==> src/rtl/alu_ctrl_pipe.sv <==
// alu_ctrl_pipe: registered ALU control decode with multi-cycle multiply sequencing
module alu_ctrl_pipe #(
    parameter int FUNCT_W    = 6,
    parameter int OP_W       = 3,
    parameter int CTRL_W     = 4,
    parameter int MUL_CYCLES = 32
) (
    input  logic               clk_i,
    input  logic               rst_i,
    input  logic               valid_i,
    output logic               ready_o,
    input  logic [FUNCT_W-1:0] funct_i,
    input  logic [OP_W-1:0]    ALUOp_i,
    input  logic               stall_i,
    input  logic               flush_i,
    output logic [CTRL_W-1:0]  ALUCtrl_o,
    output logic               valid_o,
    output logic               shamt_sel_o,
    output logic               jr_o,
    output logic               illegal_o,
    output logic               mul_step_o,
    output logic               busy_o
);
    localparam int CNT_W = $clog2(MUL_CYCLES);
    localparam logic [CNT_W-1:0] LAST = CNT_W'(MUL_CYCLES - 1);
    localparam logic [3:0] C_AND = 4'b0000, C_OR = 4'b0001, C_ADD = 4'b0010, C_SLL = 4'b0011,
                           C_SRL = 4'b0100, C_SRA = 4'b0101, C_SUB = 4'b0110, C_SLT = 4'b0111,
                           C_LUI = 4'b1000, C_MUL = 4'b1001, C_SLTU = 4'b1010, C_NOR = 4'b1100;

    typedef enum logic [1:0] {IDLE, RUN, DONE} state_t;

    state_t           r_state;
    logic [CNT_W-1:0] r_cnt;
    logic [3:0]       w_code;
    logic             w_shamt;
    logic             w_jr;
    logic             w_ill;
    logic             w_mul;

    assign ready_o = !stall_i && r_state != RUN;
    assign w_mul   = w_code == C_MUL;

    // decode ALUOp/funct into the extended control code and side flags
    always_comb begin
        w_code  = C_AND;
        w_shamt = 1'b0;
        w_jr    = 1'b0;
        w_ill   = 1'b0;
        if (ALUOp_i == '0) begin
            case (funct_i)
                FUNCT_W'(32), FUNCT_W'(33): w_code = C_ADD;
                FUNCT_W'(34), FUNCT_W'(35): w_code = C_SUB;
                FUNCT_W'(36):               w_code = C_AND;
                FUNCT_W'(37):               w_code = C_OR;
                FUNCT_W'(39):               w_code = C_NOR;
                FUNCT_W'(42):               w_code = C_SLT;
                FUNCT_W'(43):               w_code = C_SLTU;
                FUNCT_W'(0):  begin w_code = C_SLL; w_shamt = 1'b1; end
                FUNCT_W'(2):  begin w_code = C_SRL; w_shamt = 1'b1; end
                FUNCT_W'(3):  begin w_code = C_SRA; w_shamt = 1'b1; end
                FUNCT_W'(8):  begin w_code = C_ADD; w_jr = 1'b1; end
                FUNCT_W'(24):               w_code = C_MUL;
                default:                    w_ill = 1'b1;
            endcase
        end else begin
            case (ALUOp_i)
                OP_W'(1), OP_W'(3): w_code = C_ADD;
                OP_W'(2):           w_code = C_SUB;
                OP_W'(4):           w_code = C_SLT;
                OP_W'(6):           w_code = C_OR;
                OP_W'(7):           w_code = C_LUI;
                default:            w_code = C_AND;
            endcase
        end
    end

    // pipeline register and multiply sequencer; reset beats flush beats accept
    always_ff @(posedge clk_i) begin
        if (!rst_i) begin
            r_state     <= IDLE;
            r_cnt       <= '0;
            ALUCtrl_o   <= '0;
            valid_o     <= 1'b0;
            shamt_sel_o <= 1'b0;
            jr_o        <= 1'b0;
            illegal_o   <= 1'b0;
            mul_step_o  <= 1'b0;
            busy_o      <= 1'b0;
        end else if (flush_i) begin
            r_state    <= IDLE;
            r_cnt      <= '0;
            valid_o    <= 1'b0;
            mul_step_o <= 1'b0;
            busy_o     <= 1'b0;
        end else if (r_state == RUN) begin
            r_cnt <= (r_cnt == LAST) ? '0 : r_cnt + CNT_W'(1);
            if (r_cnt == LAST) begin
                r_state    <= DONE;
                valid_o    <= 1'b1;
                mul_step_o <= 1'b0;
                busy_o     <= 1'b0;
            end
        end else if (!stall_i) begin
            r_cnt <= '0;
            if (valid_i) begin
                r_state     <= w_mul ? RUN : IDLE;
                ALUCtrl_o   <= CTRL_W'(w_code);
                shamt_sel_o <= w_shamt;
                jr_o        <= w_jr;
                illegal_o   <= w_ill;
                valid_o     <= !w_mul;
                mul_step_o  <= w_mul;
                busy_o      <= w_mul;
            end else begin
                r_state    <= IDLE;
                valid_o    <= 1'b0;
                mul_step_o <= 1'b0;
                busy_o     <= 1'b0;
            end
        end
    end
endmodule

==> config.mk <==
export PLATFORM = sky130hd
export DESIGN_NAME = alu_ctrl_pipe
export DESIGN_NICKNAME = d
export VERILOG_FILES = /design/src/rtl/alu_ctrl_pipe.sv
export SDC_FILE = /design/constraint.sdc
export NUM_CORES = 1
export LEC_CHECK = 0
export BUFFER_PORTS_ARGS = -buffer_cell sky130_fd_sc_hd__buf_2
export CAP_MARGIN = 20
export CORE_ASPECT_RATIO = 1.1
export CORE_MARGIN = 3
export CORE_UTILIZATION = 50
export DETAILED_ROUTE_END_ITERATION = 12
export MAX_ROUTING_LAYER = met4
export PLACE_DENSITY = 0.73
export SYNTH_ARGS = -nofsm -noshare
export SYNTH_HDL_FRONTEND = slang
export SYNTH_SLANG_ARGS = --single-unit
==> constraint.sdc <==
create_clock -name clk_i -period 2.3 [get_ports clk_i]
set_clock_uncertainty 0.15 [all_clocks]
set_input_delay 0.46 -clock clk_i [delete_from_list [all_inputs] [get_ports clk_i]]
set_output_delay 0.46 -clock clk_i [all_outputs]
set_load 0.01 [all_outputs]
==> impl_metrics.json <==
{
  "fp-row-count": 16,
  "crit_chain": "ha_1 > and3_1 > ha_1 > or3b_1 > or3b_1 > a21oi_1",
  "cp-start-kind": "flop",
  "drt.antenna.violating_nets": 0,
  "syn-num-nets": 142,
  "clockBufferDepth": 2,
  "intPower_mw": 0.363,
  "wire_per_inst_um": 12.8,
  "die_h_um": 53.0,
  "cts_buffers": 3,
  "worst_pin_slew_ns": 0.403,
  "setup_slack_ns": 0.182,
  "async_flop_share_pct": 0,
  "p_comb_share_pct": 17.3,
  "dr.pass1.iters": 4,
  "clock-sinks": 15,
  "antenna_found_initial": 0,
  "pre_cts_slack_ns": 0.211,
  "cts_root_buf": "clkbuf_4",
  "worstRegToRegCells": 6,
  "vdd_drop_max_uv": 390,
  "post_cts_buffers": 0,
  "path_max_fanout": 6,
  "final_cell_mix": "buf_2, dfxtp_1, nand2_1",
  "min_period_ns": 2.12,
  "cts_tree": "built",
  "total_leakage_power_nw": 0.485,
  "critical-path-max-stage-delay_ns": 0.43,
  "vias": 989,
  "cts_resized": 0,
  "final-max-slew-violation-count": 0,
  "drt-total-wl_mm": 2.22,
  "htree_num_levels": 1,
  "r2r_end": "r_cnt[2]",
  "maxCapViolations": 0,
  "grt_first_pass_wirelength_mm": 3.90,
  "drt-vias-per-instance": 5.72,
  "finalHoldViolCount": 0,
  "max_freq_ghz": 0.472,
  "clkTransAtPathRegs_ns": 0.09,
  "pin_count": 25,
  "critPathCapture": "r_cnt[2]",
  "synth_cell_types": 43,
  "drcViolationCount": 0,
  "fin_crit_sh_pct": 92.1,
  "rrSetupSlack_ns": 0.18,
  "worstSetupEndpointType": "flop",
  "synth.cell_area_mm2": 0.00100,
  "routabilityCongestion": 0.846,
  "synthCells": 126,
  "synth-seq-cells": 15,
  "dp_hpwl_mm": 1.65,
  "p_per_area_mw_per_mm2": 442,
  "grt_max_degree": 14,
  "required_ns": 2.37,
  "status": "completed",
  "synth-edff-count": 0,
  "die_area_mm2": 0.00258,
  "mostFrequentLayoutCell": "buf_2",
  "holdBufCountCts": 0,
  "cp_slowest_cell": "or3b_1",
  "tns_ns": 0,
  "layout-drive-gt1-share_pct": 22.6,
  "fin_nets": 163,
  "relSlewSlack_pct": 73.0,
  "switchingPower_mw": 0.141,
  "die_w_um": 48.7,
  "crit_type": "reg -> reg",
  "seqPwrFrac_pct": 52.4,
  "syn_to_final_growth_pct": 13.7,
  "grtUsageTotal_pct": 20.0,
  "yosys_warnings": 0,
  "coreArea_mm2": 0.00184,
  "finalSetupViolCount": 0,
  "p_sw_share_pct": 28.1,
  "ys_seq_area_share_pct": 29.9,
  "synth-main-ff-cell": "dfxtp_1",
  "initial_core_util_pct": 54.5,
  "antenna-diode-count": 0,
  "clockPowerShare_pct": 30.3,
  "hold_path.class": "reg -> reg",
  "avgSynthCellArea_um2": 7.96,
  "gr-total-overflow": 0,
  "drt_iter0_markers": 23,
  "grt_pass1_vias": 893,
  "port_buffers": 24,
  "arrival_ns": 2.19,
  "cp-startpoint": "r_cnt[0]",
  "clock_latency_ns": 0.29,
  "r2r-start": "r_cnt[0]",
  "rsz0062_at_grt": "false"
}
sequential cells by signal (all words and copies together) (netlist names):
register and cells:
illegal_o 1, jr_o 1, ALUCtrl_o 4, r_state 2, r_cnt 5, shamt_sel_o 1
valid_o 1
per-layer routing:
metal	wire length, um	global-route usage [%]	vias up	share of wire, %
met3	159	5.35	7	7.2
met4	55	11.4	0	2.5
li1	-	-	506	-
met2	987	31.2	33	44
met5	0	-	-	0
met1	1020	23.5	443	46
final cells by class:
type                       instances  area [um^2]
fill                             177          701
timing repair buffer              27          143
inverter                           4         15.0
multi-input combinational         96          622
clock inverter                     1         5.00
sequential                        15          300
tap                               27         33.8
clock buffer                       3         22.5
cell families after synthesis:
group	synth area share (%)
AO/OA/AOI/OAI	22.2
flip-flops	29.9
adder cells (fa/ha/maj)	2.49
AND/OR/NAND/NOR	33.5
buffers and inverters	8.10
multiplexers	2.00
XOR/XNOR	1.75
how the worst min path moves through the flow:
stage	start	to	slack [ns]	depth (start not counted)
after detailed placement	ALUCtrl_o[1]	ALUCtrl_o[1]	0.31	2
final	shamt_sel_o	shamt_sel_o	0.33	2
after floorplan	r_cnt[4]	r_cnt[4]	0.30	2
after CTS	ALUCtrl_o[2]	ALUCtrl_o[2]	0.33	2
after global routing	r_cnt[4]	r_cnt[4]	0.36	2
after global placement	shamt_sel_o	shamt_sel_o	0.31	2
Yosys cell counts (all sizes together) (2+ instances only):
| cell type | n | area share, % |
|---|---|---|
| o22ai | 3 | 2.5 |
| ha | 2 | 2.5 |
| o211ai | 2 | 1.5 |
| a21oi | 9 | 4.5 |
| or3b | 2 | 1.7 |
| or3 | 2 | 1.2 |
| inv | 4 | 1.5 |
| o21ai | 4 | 2.0 |
| mux2i | 2 | 2.0 |
| nor2b | 2 | 1.2 |
| nand2 | 11 | 4.1 |
| buf | 8 | 5.5 |
| nor2 | 8 | 3.0 |
| a22oi | 2 | 1.5 |
| dfxtp | 15 | 30 |
| nor4bb | 2 | 2.0 |
| a21boi | 2 | 1.5 |
| nand4 | 2 | 1.2 |
| o2bb2ai | 2 | 1.7 |
| nor3 | 5 | 2.5 |
| nand3 | 10 | 5.0 |
| nand2b | 5 | 3.1 |
| clkbuf | 3 | 1.1 |
| nor4 | 3 | 1.9 |
worst max-delay path: cells and delay by family, from the launching register on:
kind	cells	cell delay, ns
adders and majority gates	2	0.41
AOI/OAI and AO/OA	1	0.13
and+or+nand+nor	3	1.00
DFF	1	0.35
metrics by stage:
step           instance area [um^2]  util, %  total power [mW]  std cells  hold WS, ns
2_1_floorplan                  1000        -             0.329        126        0.302
3_3_place_gp                   1110     60.5             0.355        169        0.305
3_5_place_dp                   1110     60.5             0.356        169        0.313
4_1_cts                        1140     62.0             0.513        173        0.328
5_1_grt                        1140     62.0             0.533        173        0.357
6_report                       1140     62.0             0.504        173        0.326
power by group through the flow:
stage | clock network [mW] | logic, mW | registers [mW]
after floorplan | 0 | 0.0569 | 0.272
after global placement | 0 | 0.0845 | 0.270
after detailed placement | 0 | 0.0857 | 0.270
after CTS | 0.162 | 0.0863 | 0.264
after global routing | 0.171 | 0.0966 | 0.265
final | 0.153 | 0.0872 | 0.264
Note: power is estimated with default switching activity, not from simulation.
